### config.mk
export PLATFORM = sky130hd
export DESIGN_NAME = floo_credit_link_tx
export DESIGN_NICKNAME = d
export VERILOG_FILES = /design/src/rtl/floo_credit_link_tx.sv
export SDC_FILE = /design/constraint.sdc
export NUM_CORES = 1
export LEC_CHECK = 0
export CAP_MARGIN = 40
export CORE_MARGIN = 4
export CORE_UTILIZATION = 45
export CTS_CLUSTER_SIZE = 14
export DETAILED_ROUTE_END_ITERATION = 8
export PLACE_DENSITY = 0.74
export SYNTH_ARGS = -nofsm -noshare
export SYNTH_HDL_FRONTEND = slang
export SYNTH_SLANG_ARGS = --single-unit
### constraint.sdc
create_clock -name clk_i -period 2.6 [get_ports clk_i]
set_input_delay 0.65 -clock clk_i [delete_from_list [all_inputs] [get_ports clk_i]]
set_output_delay 0.65 -clock clk_i [all_outputs]
set_load 0.1 [all_outputs]
### src/rtl/floo_credit_link_tx.sv
// Link-transmit stage: merges per-VC flit streams onto one registered physical
// link, arbitrating round-robin between packets and keeping wormhole packets
// contiguous. Each VC sends only while it holds receiver credits.
module floo_credit_link_tx #(
  parameter int unsigned NumVirtChannels = 2,
  parameter type         flit_t          = logic,
  parameter int unsigned NumCredits      = 4,
  parameter int unsigned CntWidth        = $clog2(NumCredits + 1),
  parameter int unsigned VcIdWidth       = (NumVirtChannels > 1) ? $clog2(NumVirtChannels) : 1
) (
  input  logic                                      clk_i,
  input  logic                                      rst_i,
  input  logic  [NumVirtChannels-1:0]               valid_i,
  output logic  [NumVirtChannels-1:0]               ready_o,
  input  flit_t                                     data_i [NumVirtChannels],
  input  logic  [NumVirtChannels-1:0]               last_i,
  output logic                                      valid_o,
  output logic  [VcIdWidth-1:0]                     vc_id_o,
  output flit_t                                     data_o,
  input  logic  [NumVirtChannels-1:0]               credit_i,
  output logic  [NumVirtChannels-1:0][CntWidth-1:0] credits_o,
  output logic                                      error_o
);

  localparam logic [CntWidth-1:0]  MaxCredits = CntWidth'(NumCredits);
  localparam logic [VcIdWidth-1:0] LastVc     = VcIdWidth'(NumVirtChannels - 1);

  logic [NumVirtChannels-1:0][CntWidth-1:0] credits_q;
  logic [NumVirtChannels-1:0][CntWidth-1:0] credits_d;
  logic [NumVirtChannels-1:0]               eligible;
  logic [NumVirtChannels-1:0]               grant;
  logic [VcIdWidth-1:0]                     grant_idx;
  logic [VcIdWidth-1:0]                     lock_vc_q;
  logic [VcIdWidth-1:0]                     rr_ptr_q;
  logic                                     lock_q;
  logic                                     handshake;
  logic                                     overflow;
  logic                                     error_q;
  logic                                     found;
  int                                       idx;

  // A VC may send only while it has a flit and the registered counter shows a free slot
  always_comb begin
    eligible = '0;
    for (int v = 0; v < NumVirtChannels; v++) begin
      eligible[v] = valid_i[v] && (credits_q[v] != '0);
    end
  end

  // Grant the locked VC mid-packet, otherwise the first eligible VC from the pointer upwards
  always_comb begin
    grant     = '0;
    grant_idx = '0;
    found     = 1'b0;
    idx       = 0;
    if (lock_q) begin
      if (eligible[lock_vc_q]) begin
        grant[lock_vc_q] = 1'b1;
        grant_idx        = lock_vc_q;
      end
    end else begin
      for (int k = 0; k < NumVirtChannels; k++) begin
        idx = int'(rr_ptr_q) + k;
        if (idx >= int'(NumVirtChannels)) begin
          idx = idx - int'(NumVirtChannels);
        end
        if (!found && eligible[idx]) begin
          found      = 1'b1;
          grant[idx] = 1'b1;
          grant_idx  = VcIdWidth'(idx);
        end
      end
    end
  end

  assign ready_o   = grant;
  assign handshake = |grant;

  // Register the granted flit and its VC onto the link; payload holds when idle
  always_ff @(posedge clk_i) begin
    if (rst_i) begin
      valid_o <= 1'b0;
      vc_id_o <= '0;
      data_o  <= '0;
    end else begin
      valid_o <= handshake;
      if (handshake) begin
        vc_id_o <= grant_idx;
        data_o  <= data_i[grant_idx];
      end
    end
  end

  // Lock onto a VC while its packet is in flight; advance the pointer past a VC after its tail
  always_ff @(posedge clk_i) begin
    if (rst_i) begin
      lock_q    <= 1'b0;
      lock_vc_q <= '0;
      rr_ptr_q  <= '0;
    end else if (handshake) begin
      if (last_i[grant_idx]) begin
        lock_q   <= 1'b0;
        rr_ptr_q <= (grant_idx == LastVc) ? '0 : grant_idx + 1'b1;
      end else begin
        lock_q    <= 1'b1;
        lock_vc_q <= grant_idx;
      end
    end
  end

  // Sends consume a credit, returned credits refill it; a return into a full counter is an overflow
  always_comb begin
    credits_d = credits_q;
    overflow  = 1'b0;
    for (int v = 0; v < NumVirtChannels; v++) begin
      case ({grant[v], credit_i[v]})
        2'b10: credits_d[v] = credits_q[v] - 1'b1;
        2'b01: begin
          if (credits_q[v] == MaxCredits) begin
            overflow = 1'b1;
          end else begin
            credits_d[v] = credits_q[v] + 1'b1;
          end
        end
        default: ;
      endcase
    end
  end

  // Credit counters start full; the overflow flag is sticky until reset
  always_ff @(posedge clk_i) begin
    if (rst_i) begin
      credits_q <= {NumVirtChannels{MaxCredits}};
      error_q   <= 1'b0;
    end else begin
      credits_q <= credits_d;
      if (overflow) begin
        error_q <= 1'b1;
      end
    end
  end

  assign credits_o = credits_q;
  assign error_o   = error_q;

  // At most one VC is accepted per cycle
  a_ready_onehot: assert property (@(posedge clk_i) disable iff (rst_i) $onehot0(ready_o));

  for (genvar v = 0; v < NumVirtChannels; v++) begin : gen_credit_chk
    // A VC with no credits must never complete a handshake, and counters never exceed the buffer depth
    a_no_send_empty: assert property (@(posedge clk_i) disable iff (rst_i)
      !(valid_i[v] && ready_o[v] && (credits_q[v] == '0)));
    a_cnt_bound: assert property (@(posedge clk_i) disable iff (rst_i)
      credits_q[v] <= MaxCredits);
  end

endmodule

# == Word-level counts from Yosys, hierarchy flattened ==
# Index checks and enable logic that the tools add are counted.
# word_totals
in_bits,10
out_inout_bits,12
ff_bits,13
wordCells,98
# op_classes
addsub,8
muxes,44
bitwise_logic,3
n_reduce_logical,16
eq_ne,8
n_lt_le_gt_ge,10
# ops
op,count
$mux W32,4
$ge A32 B1 Y1 const B,2
$lt A32 B3 Y1 const B,2
$mux W1,28
$pmux W3 S2,2
$mux W2,5
$reduce_and A2 Y1,4
$add A3 B1 Y3 const B,2
$eq A3 B3 Y1 const B,2
$logic_and A1 B1 Y1,6
$mux W3,2
$reduce_bool A3 Y1,2
$sub A3 B1 Y3 const B,2
$eq A2 B1 Y1 const B,2
$eq A2 B2 Y1 const B,2
$ge A2 B2 Y1 const B,2
$lt A1 B2 Y1 const B,2
$ne A2 B2 Y1 const B,2
$reduce_bool A2 Y1,2
$demux W1 S1,3
$sub A1 B2 Y3 const B,1
$sub A2 B2 Y3 const B,1
$add A1 B1 Y2 const B,1
$ge A1 B2 Y1 const B,1
7 further kinds,7

# == Logic depth before layout (Yosys ltp) ==
# Gate-level depths: netlist of the first run.
# depth
word_depth,16
ltp_mapped,10
ltp_nobuf,9

# == Worst setup path after synthesis of the first run ==
# No wires, ideal clock.
# synth_timing
path_kind,flip-flop to flip-flop
from,"reg credits_q, in the netlist credits_o[3]"
to,"reg credits_q, in the netlist credits_o[2]"
path_slack_ns,-0.214
setup_time_ns,0.079
stages_incl_launch_ff,9
required_ns,2.521
period_less_slack_ns,2.814
path_buffers,0
arrival_time_ns,2.735
cell_sequence,dfxtp_1 -> o31a_1 -> a21oi_1 -> nand2_1 -> nand2_1 -> fa_1 -> nand2b_2 -> o32a_1 -> o211ai_1
# synth_via
elab_chain_len,14
elab_cells_between_ends,26
cone_classes,3 x eq/ne; 16 x mux; 1 x bitwise; 6 x reduce/logical
# synth_rtl
item,line_no,text
start: declaration,28,logic [NumVirtChannels-1:0][CntWidth-1:0] credits_q;
start signal: assignment,133,credits_q <= {NumVirtChannels{MaxCredits}};
start signal: assignment,136,credits_q <= credits_d;
$reduce_bool A3 Y1 (*),46,eligible[v] = valid_i[v] && (credits_q[v] != '0);
$logic_and A1 B1 Y1 (*),46,
$mux W1 (implied by the code) (3 in a row),67,if (!found && eligible[idx]) begin
$mux W1,67,
$mux W1,56,if (lock_q) begin
$logic_not A1 Y1,67,
$logic_and A1 B1 Y1,67,
$mux W2,67,
$mux W2 (*),56,
$eq A2 B1 Y1 or $eq A2 B2 Y1 (tied branches),116,"case ({grant[v], credit_i[v]})"
$ne A2 B2 Y1 (no line) or $reduce_bool A2 Y1 (tied branches),--,
$reduce_and A2 Y1 (no line),--,
# Every way passes the cells marked *; elsewhere a longest branch is shown, timed or not. The select of a mux whose other input is x is not followed.
# A chain may end at the register's enable or synchronous reset.

# == Worst setup path after layout of the first run ==
# layout_timing
from,in valid_i[0]
to,out ready_o[1]
# layout_via
elab_chain_len,10
elab_cells_between_ends,19
cone_classes,15 x mux; 1 x bitwise; 3 x reduce/logical
# layout_rtl
item,line_no,text
start: declaration,13,"input logic [NumVirtChannels-1:0] valid_i,"
$logic_and A1 B1 Y1 (*),46,
$mux W1 (implied by the code) (3 in a row),67,
$mux W1,67,
$mux W1,56,
$logic_not A1 Y1,67,
$logic_and A1 B1 Y1,67,
$mux W2,67,
$mux W2 (*),56,
end: declaration,14,"output logic [NumVirtChannels-1:0] ready_o,"
# Marked as above.

==> impl_metrics.toml, run 1 <==
[floorplan]
dieArea_mm2 = 0.00246
die_y_um = 49.6
io_pins = 22
die_w_um = 49.6
initial_utilization_pct = 49.4
core_area_mm2 = 0.00158
rows = 14

[timing]
finalCritPeriodShare_pct = 97.3
setup_viol = 0
fin_skew_ns = 0.00380
slew_viol_final = 0
tightest_slew_ns = 0.608
fin_crit_ns = 2.53
final_hold_viol_count = 0
slew_headroom_pct = 59.4
setup-tns-final_ns = 0
rsz0062_at_grt = "no"
fmax_ghz = 0.395

[finish]
nNetsFinal = 139
areaGrowthSynthToFinish_pct = 40.3
instances_no_fill = 142
drive_gt1_share_pct = 27.0
n_antenna_cell = 0
multi_input_area_um2 = 487
fillers = 134
layout.area.seq_um2 = 265

[power]
p_total_uw = 1320
ir_drop_mv = 0.732
leakage_uw = 0.000443
powerDensity_mw_per_mm2 = 1200

[placement]
globalplace.congestion = 0.780
dp.cells = 138
port_buffers = 21
dp_hpwl_mm = 1.49

[cts]
cts.sinks = 13
clkLatencyLatePin_ns = 0.28
cts_hold_buf = 0
cts.path.max_buffers = 2
cts-root-buf = "clkbuf_4"
clkTransAtPathRegs_ns = 0.08
cts-htree-levels = 1
cts_tree = "yes"
numCtsBuffers = 3

[setup_path]
endpoint_kind = "primary output"
critical_path_class = "input pin to primary output"
rr_worst_depth = 8
r2r_slack_ns = 0.49
reg2reg_to = "credits_o[2]$_SDFFE_PP1P_"
startpoint_type = "input pin"
r2r_start = "rr_ptr_q$_SDFFE_PP0P_"
crit_required_ns = 1.95
startpoint = "valid_i[0]"
critical_path.max_fanout = 3
critPathArrivalTime_ns = 1.88

[global_routing]
antenna_found_initial = 0
grt_pass1_vias = 814
grt_max_degree = 17
grt_pass1_wl_mm = 3.46
grt_overflow = 0
grt_usage_pct = 18.0

[synth]
ys_types = 37
synth_edf_count = 0
syn_inst = 95
netlist_area_um2 = 779
synth-seq-cells = 13
yosysSeqAreaShare_pct = 33.4
async_flop_share_pct = 0
synth_nets = 107
synth_flop_cell = "dfxtp_1"
syn_avg_cell_area_um2 = 8.21
yosysWarnings = 0

[min_path]
whs_endpoint = "vc_id_o$_SDFFE_PP0P_"
min-delay-path-class = "register to register"
min_path_cells = 2
min_from = "vc_id_o$_SDFFE_PP0P_"

[drt]
routed_wl_mm = 1.97
dr.pass1.iters = 4
vias = 802
wl_per_cell_um = 13.8
drtIter0Drc = 14
drc = 0
via_per_inst = 5.65
ant_nets = 0

[outcome]
status = "complete, no violations"

[flow_run]
drv_cap = 0
metal layers:
metal,up-vias,wire length (um),track usage [%]
li1,408,-,-
met1,374,878,19.8
met2,16,936,30.8
met3,4,122,7.83
met4,0,28,5.53
met5,-,0,0
state kept, by name, indices dropped and copies added, names as in the netlist:
name	flops
error_o	1
credits_o	6
data_o	1
rr_ptr_q	1
valid_o	1
vc_id_o	1
lock_vc_q	1
lock_q	1
timing repair:
action                     CTS  global route
setup endpoints to repair    0             1
gates resized for setup      0             1
buffers inserted             0             0
cells by family after synthesis:
kind of cell,after synthesis,synth area share (%)
flip-flops,13,33.4
AND/OR/NAND/NOR,33,18.9
buffers and inverters,9,4.49
adder cells (fa/ha/maj),2,5.14
AO/OA/AOI/OAI,33,32.1
multiplexers,2,2.57
XOR/XNOR,3,3.37
worst max-delay path, stage by stage:
cell and delay [ns]:
clkdlybuf4s50_1 0.49, o31ai_1 0.11, o311ai_2 0.35, inv_2 0.10, buf_12 0.18
placed cells by master, fill, tap and decap left out, types with 2 or more instances in the layout:
cell type and count:
a21oi_1 8, mux2i_1 2, clkdlybuf4s50_1 9, dfxtp_2 4, a31oi_1 2, buf_12 2, xnor2_1 2, nand2b_1 2
dfxtp_1 9, clkbuf_4 3, inv_1 4, o21ai_0 5, nand2_1 9, o211ai_1 4, fa_1 2, inv_2 2
buf_4 19, nor2_1 14
cell type report:
type / instances / area share [%]
multi-input cells: 73 / 44.5
clock buffers: 4 / 2.40
flip-flops and latches: 13 / 24.3
repair buffers: 30 / 24.9
well taps: 16 / 1.83
inverters: 6 / 2.06
per-stage QoR:
stage	hold WS, ns	instance area [um^2]	setup WS, ns	utilization [%]
after floorplan	0.456	785	0.00106	-
after global placement	0.475	1060	-0.0108	67.5
after detailed placement	0.483	1060	-0.0511	67.5
after CTS	0.502	1090	0.0707	69.2
after global routing	0.525	1090	0.00674	69.4
final	0.497	1090	0.0709	69.4
how the worst max path moves through the flow:
stage / end / cells past startpoint
floorplan: ready_o[1] / 3
global placement: credits_o[2]$_SDFFE_PP1P_ / 9
detailed placement: credits_o[2]$_SDFFE_PP1P_ / 9
CTS: ready_o[0] / 7
global route: ready_o[1] / 6
finish: ready_o[1] / 5
power by group:
part	switching, uW	internal, uW	leakage (uW)
Clock	70.5	59.6	0.0000150
Combinational	579	266	0.000320
Sequential	82.7	258	0.000108
Total	732	584	0.000443
cell usage after synthesis, types with 2 or more instances:
cell | number | area (um^2)
nor2_1 | 15 | 56.3
dfxtp_1 | 13 | 260
nand2_1 | 9 | 33.8
a21oi_1 | 8 | 40.0
o21ai_0 | 5 | 25.0
inv_1 | 4 | 15.0
o211ai_1 | 4 | 30.0
a31oi_1 | 2 | 12.5
clkbuf_1 | 2 | 7.51
fa_1 | 2 | 40.0
inv_2 | 2 | 7.51
mux2i_1 | 2 | 20.0
nand2b_1 | 2 | 12.5
xnor2_1 | 2 | 17.5
Note: power is estimated with default switching activity, not from simulation.
==> run 2: changes to the inputs <==
ABC_CLOCK_PERIOD_IN_PS = 2600   (was unset)
==> results of run 2 <==
The final DEF is identical to that of run 1; final timing and power are the same.
==> run 3: changes to the inputs <==
CTS_CLUSTER_DIAMETER = 40   (was unset)
==> results of run 3 <==
The final DEF is identical to that of run 1; final timing and power are the same.
